### config.mk
export PLATFORM = sky130hd
export DESIGN_NAME = piece_stepper
export DESIGN_NICKNAME = d
export VERILOG_FILES = /design/src/rtl/tetris_pkg.sv /design/src/rtl/grid_fit_check.sv /design/src/rtl/piece_stepper.sv
export SDC_FILE = /design/constraint.sdc
export NUM_CORES = 1
export LEC_CHECK = 0
export BUFFER_PORTS_ARGS = -buffer_cell sky130_fd_sc_hd__buf_2
export CORE_MARGIN = 1
export CORE_UTILIZATION = 30
export DETAILED_ROUTE_END_ITERATION = 10
export GPL_TIMING_DRIVEN = 0
export PLACE_DENSITY = 0.5
export SYNTH_ARGS = -nofsm -noshare
export SYNTH_HDL_FRONTEND = slang
export SYNTH_SLANG_ARGS = --single-unit
### constraint.sdc
create_clock -name clock -period 4.9 [get_ports clock]
set_clock_uncertainty 0.1 [all_clocks]
set_input_delay 0.98 -clock clock [delete_from_list [all_inputs] [get_ports clock]]
set_output_delay 0.98 -clock clock [all_outputs]
set_load 0.01 [all_outputs]
### src/rtl/tetris_pkg.sv
// Shared grid geometry, edge masks and controller state encoding for the piece stepper.
package tetris_pkg;

  localparam int GRID_W = 12;
  localparam int GRID_H = 12;
  localparam int CELLS  = 144;

  function automatic logic [CELLS-1:0] col_mask(input int col);
    logic [CELLS-1:0] m;
    m = {CELLS{1'b0}};
    for (int r = 0; r < GRID_H; r++) begin
      m[r*GRID_W + col] = 1'b1;
    end
    return m;
  endfunction

  localparam logic [CELLS-1:0] COL0_MASK  = col_mask(0);
  localparam logic [CELLS-1:0] COL11_MASK = col_mask(GRID_W - 1);
  localparam logic [CELLS-1:0] ROW11_MASK = {{GRID_W{1'b1}}, {(CELLS-GRID_W){1'b0}}};

  typedef enum logic [2:0] {
    SPAWN = 3'd0,
    PLAY  = 3'd1,
    LOCK  = 3'd2,
    CLEAR = 3'd3,
    OVER  = 3'd4
  } state_t;

endpackage

### src/rtl/grid_fit_check.sv
// A candidate placement fits when the source piece touches no blocking edge
// and the moved mask overlaps nothing already settled on the board.
module grid_fit_check
  import tetris_pkg::*;
(
  input  logic [CELLS-1:0] piece,
  input  logic [CELLS-1:0] edge_mask,
  input  logic [CELLS-1:0] cand,
  input  logic [CELLS-1:0] back,
  output logic             fits
);

  assign fits = ((piece & edge_mask) == {CELLS{1'b0}}) &&
                ((cand & back) == {CELLS{1'b0}});

endmodule

### src/rtl/piece_stepper.sv
// Falling-piece controller: spawn, gravity/move/rotate, lock and row clearing.
// Define LINE_CLEAR_EN to build the CLEAR phase and the lines_cleared counter.
module piece_stepper
  import tetris_pkg::*;
#(
  parameter int GRAV_TICKS = 50
) (
  input  logic             clock,
  input  logic             resetn,
  input  logic [CELLS-1:0] spawn_sqs,
  input  logic [9:0]       spawn_center,
  input  logic             spawn_vld,
  input  logic             mv_left,
  input  logic             mv_right,
  input  logic             rot_req,
  input  logic             soft_drop,
  input  logic [CELLS-1:0] rot_sqs,
  input  logic             rot_ok,
  output logic [CELLS-1:0] currentSqs,
  output logic [9:0]       centralPoint,
  output logic [CELLS-1:0] backGround,
  output logic             spawn_req,
  output logic             game_over,
  output logic             busy,
  output logic [7:0]       lines_cleared
);

  localparam int            CW        = $clog2(GRAV_TICKS);
  localparam logic [CW-1:0] GRAV_LAST = CW'(GRAV_TICKS - 1);

  state_t           state, state_nxt;
  logic [CW-1:0]    grav_cnt, grav_cnt_nxt;
  logic [CELLS-1:0] cur_nxt, bg_nxt, down_cand, left_cand, right_cand;
  logic [9:0]       cp_nxt;
  logic             fit_down, fit_left, fit_right, grav_tick;

  assign down_cand  = currentSqs << GRID_W;
  assign left_cand  = currentSqs >> 1;
  assign right_cand = currentSqs << 1;
  // Soft drop turns every cycle into a gravity tick and restarts the count.
  assign grav_tick  = soft_drop || (grav_cnt == GRAV_LAST);

  grid_fit_check u_fit_down  (.piece(currentSqs), .edge_mask(ROW11_MASK), .cand(down_cand),
                              .back(backGround), .fits(fit_down));
  grid_fit_check u_fit_left  (.piece(currentSqs), .edge_mask(COL0_MASK),  .cand(left_cand),
                              .back(backGround), .fits(fit_left));
  grid_fit_check u_fit_right (.piece(currentSqs), .edge_mask(COL11_MASK), .cand(right_cand),
                              .back(backGround), .fits(fit_right));

`ifdef LINE_CLEAR_EN
  logic [3:0]       row_ptr, row_ptr_nxt;
  logic [7:0]       lines_nxt, row_base;
  logic             row_full;
  logic [CELLS-1:0] collapsed;

  assign row_base  = {4'd0, row_ptr} * 8'd12;
  assign row_full  = &backGround[row_base +: GRID_W];
  // Rows above the full row move down one; the full row disappears.
  assign collapsed = (backGround & ({CELLS{1'b1}} << (row_base + 8'd12))) |
                     ((backGround & ~({CELLS{1'b1}} << row_base)) << GRID_W);
`else
  assign lines_cleared = 8'd0;
`endif

  // Next-state and datapath update for the current phase.
  always_comb begin
    state_nxt    = state;
    cur_nxt      = currentSqs;
    cp_nxt       = centralPoint;
    bg_nxt       = backGround;
    grav_cnt_nxt = grav_cnt;
`ifdef LINE_CLEAR_EN
    row_ptr_nxt  = row_ptr;
    lines_nxt    = lines_cleared;
`endif
    case (state)
      SPAWN: begin
        if (spawn_vld) begin
          if ((spawn_sqs & backGround) != {CELLS{1'b0}}) begin
            state_nxt = OVER;
          end else begin
            cur_nxt      = spawn_sqs;
            cp_nxt       = spawn_center;
            grav_cnt_nxt = {CW{1'b0}};
            state_nxt    = PLAY;
          end
        end else begin
          state_nxt = SPAWN;
        end
      end
      PLAY: begin
        if (grav_tick) begin
          grav_cnt_nxt = {CW{1'b0}};
          if (fit_down) begin
            cur_nxt = down_cand;
            cp_nxt  = centralPoint + 10'd12;
          end else begin
            state_nxt = LOCK;
          end
        end else begin
          grav_cnt_nxt = grav_cnt + CW'(1);
          if (rot_req) begin
            cur_nxt = rot_ok ? rot_sqs : currentSqs;
          end else if (mv_left) begin
            if (fit_left) begin
              cur_nxt = left_cand;
              cp_nxt  = centralPoint - 10'd1;
            end else begin
              cur_nxt = currentSqs;
            end
          end else if (mv_right) begin
            if (fit_right) begin
              cur_nxt = right_cand;
              cp_nxt  = centralPoint + 10'd1;
            end else begin
              cur_nxt = currentSqs;
            end
          end else begin
            cur_nxt = currentSqs;
          end
        end
      end
      LOCK: begin
        bg_nxt  = backGround | currentSqs;
        cur_nxt = {CELLS{1'b0}};
`ifdef LINE_CLEAR_EN
        row_ptr_nxt = 4'd11;
        state_nxt   = CLEAR;
`else
        state_nxt   = SPAWN;
`endif
      end
`ifdef LINE_CLEAR_EN
      CLEAR: begin
        if (row_full) begin
          bg_nxt    = collapsed;
          lines_nxt = (lines_cleared == 8'hFF) ? 8'hFF : lines_cleared + 8'd1;
        end else if (row_ptr == 4'd0) begin
          state_nxt = SPAWN;
        end else begin
          row_ptr_nxt = row_ptr - 4'd1;
        end
      end
`endif
      OVER:    state_nxt = OVER;
      default: state_nxt = SPAWN;
    endcase
  end

  // Phase register plus the status flags decoded from the upcoming phase.
  always_ff @(posedge clock or negedge resetn) begin
    if (!resetn) begin
      state     <= SPAWN;
      spawn_req <= 1'b1;
      game_over <= 1'b0;
      busy      <= 1'b0;
    end else begin
      state     <= state_nxt;
      spawn_req <= (state_nxt == SPAWN);
      game_over <= (state_nxt == OVER);
      busy      <= (state_nxt == LOCK) || (state_nxt == CLEAR);
    end
  end

  // Piece, board and gravity counter registers.
  always_ff @(posedge clock or negedge resetn) begin
    if (!resetn) begin
      currentSqs   <= {CELLS{1'b0}};
      centralPoint <= 10'd0;
      backGround   <= {CELLS{1'b0}};
      grav_cnt     <= {CW{1'b0}};
    end else begin
      currentSqs   <= cur_nxt;
      centralPoint <= cp_nxt;
      backGround   <= bg_nxt;
      grav_cnt     <= grav_cnt_nxt;
    end
  end

`ifdef LINE_CLEAR_EN
  // Row scan pointer and cleared-line tally.
  always_ff @(posedge clock or negedge resetn) begin
    if (!resetn) begin
      row_ptr       <= 4'd11;
      lines_cleared <= 8'd0;
    end else begin
      row_ptr       <= row_ptr_nxt;
      lines_cleared <= lines_nxt;
    end
  end
`endif

endmodule

==> results.md, run 1 <==
- Most common flop cell mapped by yosys: dfrtp_1
- CTS tree: done
- Post-Syn Instances: 2404
- Critical Path RT: 5.26 ns
- Failing checks: setup timing
- # port buffers: 605
- Post-synth EDFFs: 0
- Wire per inst: 42.2 um
- Design Area, Final: 26500 um2
- Via count: 25952
- Drt via density: 6.54
- Antenna violations before repair: 15
- Fillers: 7118
- HPWL after detailed placement: 131000 um
- Final Cycle Share: 1.01
- Pins Over Slew Limit: 0
- Initial DRC Count: 3630
- Yosys top cell area share: 0.373
- Most numerous cell in the Yosys netlist: dfrtp_1
- Syn avg cell area: 8.62 um2
- CP Launch Type: flip-flop
- Ratio of cells with drive above 1 in the final layout: 0.264
- All-Layer GR Usage: 0.466
- Psw: 8000 uW
- Hold Crit Class: primary input to async pin
- Clk buf depth: 3
- Sequential share of the synthesized area: 0.375
- Largest net degree at the start of global routing: 110
- GPL Wtd Cong: 1.06
- P_int: 7370 uW
- WHS: 0.343 ns
- Hold_buf cts: 0
- Total Wirelength: 167000 um
- Tmin final: 4.96 ns
- Global-route wire length before repair: 221000 um
- Pwr Total: 15400 uW
- Die Wd: 265 um
- Post-placement cell area: 24900 um2
- Synth cell types: 56
- Nets: 3378
- Num Clock Sinks: 310
- Post-synthesis cell area: 20700 um2
- Yosys Warn Count: 0
- Vias in the first global route: 24641
- Root Buffer: clkbuf_16
- IO Pins: 615
- Final Hold Vio Count: 0
- DIE AREA: 70100 um2
- CP Max Fanout: 10
- Top cells by area, synth: dfrtp_1 (37%), mux2i_1 (7.1%), a21oi_1 (7.0%)
- Max Cap Viol: 0
- Post-route worst setup slack: -0.0586 ns
- Slew HR: 0.118
- Crit Path Category: flip-flop to flip-flop
- Status: finished, violations left
- Most area-hungry cell type in the Yosys netlist: dfrtp_1
- Slew @ Worst Pin: 1.32 ns
- Seq pwr share: 0.310
- Power per standard cell area: 581 nW/um2
- Post-route DRC: 0
- CTS Buf Count: 42
- Highest Clock Rate: 202 MHz
- Final setup fails: 51
- Sw frac: 0.520
- Area growth syn-to-layout: 27.8%
- Count of state elements after synthesis: 310
- Initial core utilization: 0.306
- Cell Rows: 95
- Core area: 67800 um2
- Clock power frac: 0.205
- RSZ-0062 raised after global routing: false
- H-tree levels: 2
- Post-DRT Antenna Nets: 0
- First drt pass iteration count: 6
- Clk slew on worst S/H paths: 0.07 ns
- Crit. End Element: flip-flop
- Skew-Pair Late Insertion Delay: 0.60 ns
- Asr flop ratio synth: 1.00
- Die Y: 265 um
- Comb power frac: 0.486
- Maximum VDD drop: 0.000364 V
- Synth top cells by count: dfrtp_1 (309), nor2_1 (292), a21oi_1 (288)
- Static Leak: 0.0136 uW
- Overflow after GRT: 0
- Data arrival, critical path: 5.32 ns
[cells by family (layout without fill, tap and decap cells)]
logic type | after synthesis | after routing | share of synthesized area
AND/OR/NAND/NOR | 571 | 571 | 0.116
flip-flops | 310 | 310 | 0.375
buffers and inverters | 296 | 974 | 0.0579
other | 1 | 16 | 0.000181
XOR/XNOR | 8 | 8 | 0.00338
adder cells (fa/ha/maj) | 12 | 12 | 0.00761
AO/OA/AOI/OAI | 910 | 910 | 0.289
multiplexers | 296 | 296 | 0.152
[metal layers]
metal  vias to the layer above  part of all wire  global-route usage
met4                        12             0.067               0.275
met2                      2159              0.43               0.695
met1                     13149              0.39               0.602
met3                       472              0.11               0.125
li1                      10160                 -                   -
met5                         -           0.00075                   0
[power by group through the flow]
| stage | Sequential (uW) | Combinational [uW] | Clock (uW) |
|---|---|---|---|
| after global placement | 4610 | 7230 | 0 |
| after floorplan | 4240 | 3160 | 0 |
| after global routing | 4720 | 7610 | 3240 |
| final | 4760 | 7470 | 3150 |
| after detailed placement | 4600 | 7230 | 0 |
| after CTS | 4610 | 7230 | 3160 |
[through the flow]
stage	cells	utilization	TNS [ns]	setup WS, ns
after floorplan	2411	-	0	0.956
after global placement	3889	0.367	-1289.21	-3.54
after detailed placement	3892	0.368	-230.61	-1.74
after CTS	3964	0.390	0	0.00357
after global routing	3963	0.390	0	0.0474
final	3970	0.391	-1.05	-0.0586
[worst max-delay path, cell delays in order (launching register included)]
cell	delay, ns
dfrtp_1	0.63
a22o_1	0.38
a221oi_1	0.50
nand4_1	0.26
or4_1	0.63
nor4_2	0.52
o22ai_2	0.28
a2111oi_4	0.40
buf_4	0.35
buf_2	0.37
mux2_2	0.38
[final cells by class]
type,instances,area (um2),area share
Antenna cell,8,20.0,0.000756
Buffer,282,1150,0.0436
Clock buffer,57,1250,0.0473
Clock inverter,16,118,0.00444
Inverter,10,37.5,0.00142
Multi-Input combinational cell,1805,11900,0.450
Sequential cell,310,7760,0.293
Tap cell,873,1090,0.0413
Timing Repair Buffer,609,3120,0.118
[cells in the final DEF, fill, tap and decap left out, drive strengths merged, types with 3 or more instances in the layout]
cell,netlist,routed
buf,49,659
dfrtp,309,309
nor2,292,292
clkbuf,237,289
a21oi,288,288
nand2,172,172
o21ai,167,167
a21o,150,150
mux2,149,149
mux2i,147,147
a22o,99,99
a221oi,95,95
a22oi,83,83
nand4,40,40
nor3,19,19
clkinv,0,13
nor4,13,13
nand3,12,12
ha,11,11
inv,10,10
diode,0,8
or4,8,8
conb,1,8
and3,5,5
or3,5,5
xor2,5,5
nor3b,3,3
a222oi,3,3
a31oi,3,3
xnor2,3,3
[state kept, by name (all words and copies together), names as in the netlist]
name and count:
game_over 1, state 3, centralPoint 10, busy 1
grav_cnt 6, currentSqs 144, backGround 144, spawn_req 1
[timing repair]
item / CTS / global route
setup endpoints to repair: 149 / 144
gates resized for setup: 12 / 9
hold endpoints to repair: 0 / 0
pin swaps: 1 / 0
setup buffers: 1 / 0
[worst paths after layout]
check                                      startpoint                          to  slack, ns  cells after the start
hold / removal                                 resetn  currentSqs[96]$_DFFE_PN0P_       0.34                      1
hold reg to reg               grav_cnt[2]$_DFFE_PN0P_     grav_cnt[2]$_DFFE_PN0P_       0.45                      1
setup / recovery           backGround[85]$_DFFE_PN0P_  currentSqs[10]$_DFFE_PN0P_      -0.06                     10
setup reg to reg           backGround[85]$_DFFE_PN0P_  currentSqs[10]$_DFFE_PN0P_      -0.06                     10
max in group asynchronous                      resetn  backGround[37]$_DFFE_PN0P_       3.10                      2
min in group clock            grav_cnt[2]$_DFFE_PN0P_     grav_cnt[2]$_DFFE_PN0P_       0.45                      1
Power figures use the tool's default switching activity.
==> run 2, diff against run 1 <==
- ABC_AREA: default -> 1
- SETUP_SLACK_MARGIN: default -> 0.05
==> run 2 against run 1 <==
Net effect:
- the run now ends clean
- combinational power is 92% lower
- die area is 5.2% higher
- clock power is 5% higher
- critical endpoint is now currentSqs[33]$_DFFE_PN0P_
- largest cell class unchanged
==> results.md, run 2 <==
- Area growth syn-to-layout: 26.7%
- Commonest non-fill, non-tap cell in the layout: nand2_1
- Crit. End Element: flip-flop
- CP Launch Type: primary input
- # port buffers: 606 (+0.17%)
- Core area: 71700 um2 (+5.9%)
- Vias in the first global route: 26791 (+8.7%)
- Drt via density: 5.63 (-14%)
- Via count: 28330 (+9.2%)
- HPWL after detailed placement: 115000 um (-12%)
- CTS Buf Count: 42 (unchanged)
- Most frequent cells in the layout: nand2_1 (1423), buf_2 (639), dfrtp_1 (309)
- Largest net degree at the start of global routing: 114 (+3.6%)
- Post-synthesis cell area: 21800 um2 (+5.2%)
- Ratio of cells with drive above 1 in the final layout: 0.185 (-0.0796)
- Final Cycle Share: 0.889 (-0.123)
- Post-CTS setup buffer count: 0 (-1)
- Post-synth EDFFs: 0 (unchanged)
- Initial DRC Count: 3591 (-1.1%)
- Synth cell types: 39 (-30%)
- Critical R2R Launch: backGround[143]$_DFFE_PN0P_
- Die Y: 272 um (+2.6%)
- Root Buffer: clkbuf_16
- Skew-Pair Late Insertion Delay: 0.60 ns (about the same)
- Post-route worst setup slack: 0.543 ns (+0.602 ns)
- Crit. path cell count: 17 (+7)
- Design Area, Final: 27600 um2 (+4.4%)
- Tmin final: 4.36 ns (-0.602 ns)
- Placed Cells: 4947 (+27%)
- CTS tree: done
- Reg-to-Reg End: currentSqs[33]$_DFFE_PN0P_
- GPL Wtd Cong: 0.990 (-6.4%)
- Most area-hungry cell type in the Yosys netlist: dfrtp_1
- Post-placement cell area: 26100 um2 (+4.8%)
- Num Clock Sinks: 310 (unchanged)
- CP max-delay cell: nor2_4
- Non-Filler Instances: 5030 (+27%)
- Pins Over Slew Limit: 0 (unchanged)
- First drt pass iteration count: 7 (+1)
- Initial core utilization: 0.304 (-0.00180)
- Clk slew on worst S/H paths: 0.06 ns (about the same)
- Data arrival, critical path: 4.73 ns (-0.59 ns)
- Post-Syn Instances: 3381 (+41%)
- Crit-path leading delay family: simple AND/OR/NAND/NOR gates
- Slew @ Worst Pin: 1.45 ns (+0.130 ns)
- Most common flop cell mapped by yosys: dfrtp_1
- Die Wd: 272 um (+2.6%)
- Final Hold Vio Count: 0 (unchanged)
- Top cells by area, synth: dfrtp_1 (35%), nand2_1 (24%), nand3_1 (6.9%)
- Fillers: 8071 (+13%)
- Most numerous cell in the Yosys netlist: nand2_1
- Highest Clock Rate: 230 MHz (+14%)
- Overflow after GRT: 0 (unchanged)
- Global-route wire length before repair: 199000 um (-9.8%)
- Clk buf depth: 3 (unchanged)
- Total Wirelength: 143000 um (-14%)
- Critical Path RT: 5.28 ns (+0.02 ns)
- Cell Rows: 98 (+3.2%)
- Crit path largest cell delay: 0.67 ns (+0.04 ns)
- Crit Path Category: primary input to flip-flop
- RSZ-0062 raised after global routing: false
- CP Max Fanout: 11 (+1)
- Asr flop ratio synth: 1.00 (unchanged)
- Nets: 4360 (+29%)
- Max Cap Viol: 0 (unchanged)
- Setup TNS: 0 ns (+1.05 ns)
- Status: finished, final reports clean
- Count of state elements after synthesis: 310 (unchanged)
- IO Pins: 615 (unchanged)
- Post_cts resized: 0 (-12)
- DIE AREA: 73800 um2 (+5.2%)
- Hold Crit Class: primary input to async pin
- Pwr Total: 6450 uW (-58%)
- Slew HR: 0.0316 (-0.0866)
- Crit path buffers/inverters: 3 (+1)
- Antenna violations before repair: 8 (-7)
- Syn avg cell area: 6.45 um2 (-25%)
- FF-to-FF setup slack: 0.58 ns (+0.64 ns)
- Yosys top cell area share: 0.355 (-0.0186)
- R2r worst-path depth: 16 (+6)
- Hold_buf cts: 0 (unchanged)
- Largest regs: backGround x144, currentSqs x144, centralPoint x10
- Final setup fails: 0 (-100%)
- Post-route DRC: 0 (unchanged)
- Register area: 7760 um2 (unchanged)
- Static Leak: 0.0152 uW (+12%)
- Power per standard cell area: 233 nW/um2 (-60%)
- Maximum VDD drop: 0.000250 V (-32%)
- Sequential share of the synthesized area: 0.356 (-0.0187)
- Wire per inst: 28.5 um (-32%)
- Post-DRT Antenna Nets: 0 (unchanged)
- H-tree levels: 2 (unchanged)
- Dpl ws: 0.136 ns (+1.87 ns)
- Yosys Warn Count: 0 (unchanged)
- Cell Chain, Critical Path: buf_2, nand2_1, nand2_1, nor2_1, nand2_1, nor2_1, nand2_1, nor2_1, nand3_1, nand2_1, nand2_2, nor2_4, nand2_4, buf_6, buf_6, nand2_1, nand2_1
- Synth top cells by count: nand2_1 (1423), dfrtp_1 (309), nand3_1 (302)
- Critical Path Most Common Cell: nand2_1
- All-Layer GR Usage: 0.376 (-0.0893)
- Multi-input combinational cell area: 12400 um2 (+3.8%)
-- run 2: cell count changes after synthesis, moves of 119 or more --
cell and delta:
a21o_1 -150, a21oi_1 -139, inv_1 +202, mux2i_1 -147, nand2_1 +1251, nand3_1 +290, o21bai_1 +119, o221ai_1 +131
-- run 2: per-stage QoR --
stage / utilization / hold slack, ns
2_1_floorplan: - / 0.394
3_3_place_gp: 0.363 / 0.424
3_5_place_dp: 0.364 / 0.422
4_1_cts: 0.385 / 0.190
5_1_grt: 0.385 / 0.219
6_report: 0.385 / 0.185
-- run 2: power breakdown --
group | total (uW) | internal [uW] | leakage [uW] | switching (uW)
Combinational | 574 | 193 | 0.0101 | 381
Sequential | 2560 | 2560 | 0.00431 | 0.830
Clock | 3310 | 2000 | 0.000719 | 1310
Total | 6450 | 4760 | 0.0152 | 1690
-- run 2: worst max path at each step --
stage | start | slack (ns) | to
floorplan | spawn_sqs[10] | 2.30 | currentSqs[23]$_DFFE_PN0P_
global route | spawn_sqs[143] | 0.67 | currentSqs[33]$_DFFE_PN0P_
CTS | spawn_sqs[143] | 0.74 | currentSqs[23]$_DFFE_PN0P_
global placement | resetn | -3.79 | backGround[50]$_DFFE_PN0P_
finish | spawn_sqs[143] | 0.54 | currentSqs[33]$_DFFE_PN0P_
detailed placement | spawn_sqs[143] | 0.14 | currentSqs[23]$_DFFE_PN0P_
-- run 2: kinds of logic after synthesis --
family / Yosys count / share of synthesized area
fa+ha+maj: 12 / 0.00723
flops: 310 / 0.356
simple gates: 1968 / 0.362
buf+inv: 417 / 0.0780
other cells: 1 / 0.000172
xor+xnor: 15 / 0.00603
compound gates: 658 / 0.191
-- run 2: final cells by class --
cell class | count | area share
multi-input cells | 2661 | 0.448
flip-flops and latches | 310 | 0.281
plain buffers | 193 | 0.0312
clock buffers | 64 | 0.0477
repair buffers | 610 | 0.114
inverters | 224 | 0.0304
diodes | 7 | 0.000634
well taps | 950 | 0.0430
clock inverters | 11 | 0.00480
-- run 2: worst register-to-register path, cell delays in order, from the launching register on --
cell and delay (ns):
dfrtp_1 0.49, nand2_1 0.10, nand2_1 0.05, nor2_1 0.13, nand2_1 0.08, nor2_1 0.52, nand2_1 0.23, nor2_1 0.36
nand3_1 0.16, nand2_1 0.14, nand2_2 0.09, nor2_4 0.67, nand2_4 0.45, buf_6 0.33, buf_6 0.18, nand2_1 0.06
nand2_1 0.06
-- run 2: routing by layer --
metal  track usage  share of wire
met1         0.503           0.41
met2         0.589           0.45
met3        0.0650          0.092
met4         0.176          0.053
met5             0        0.00041
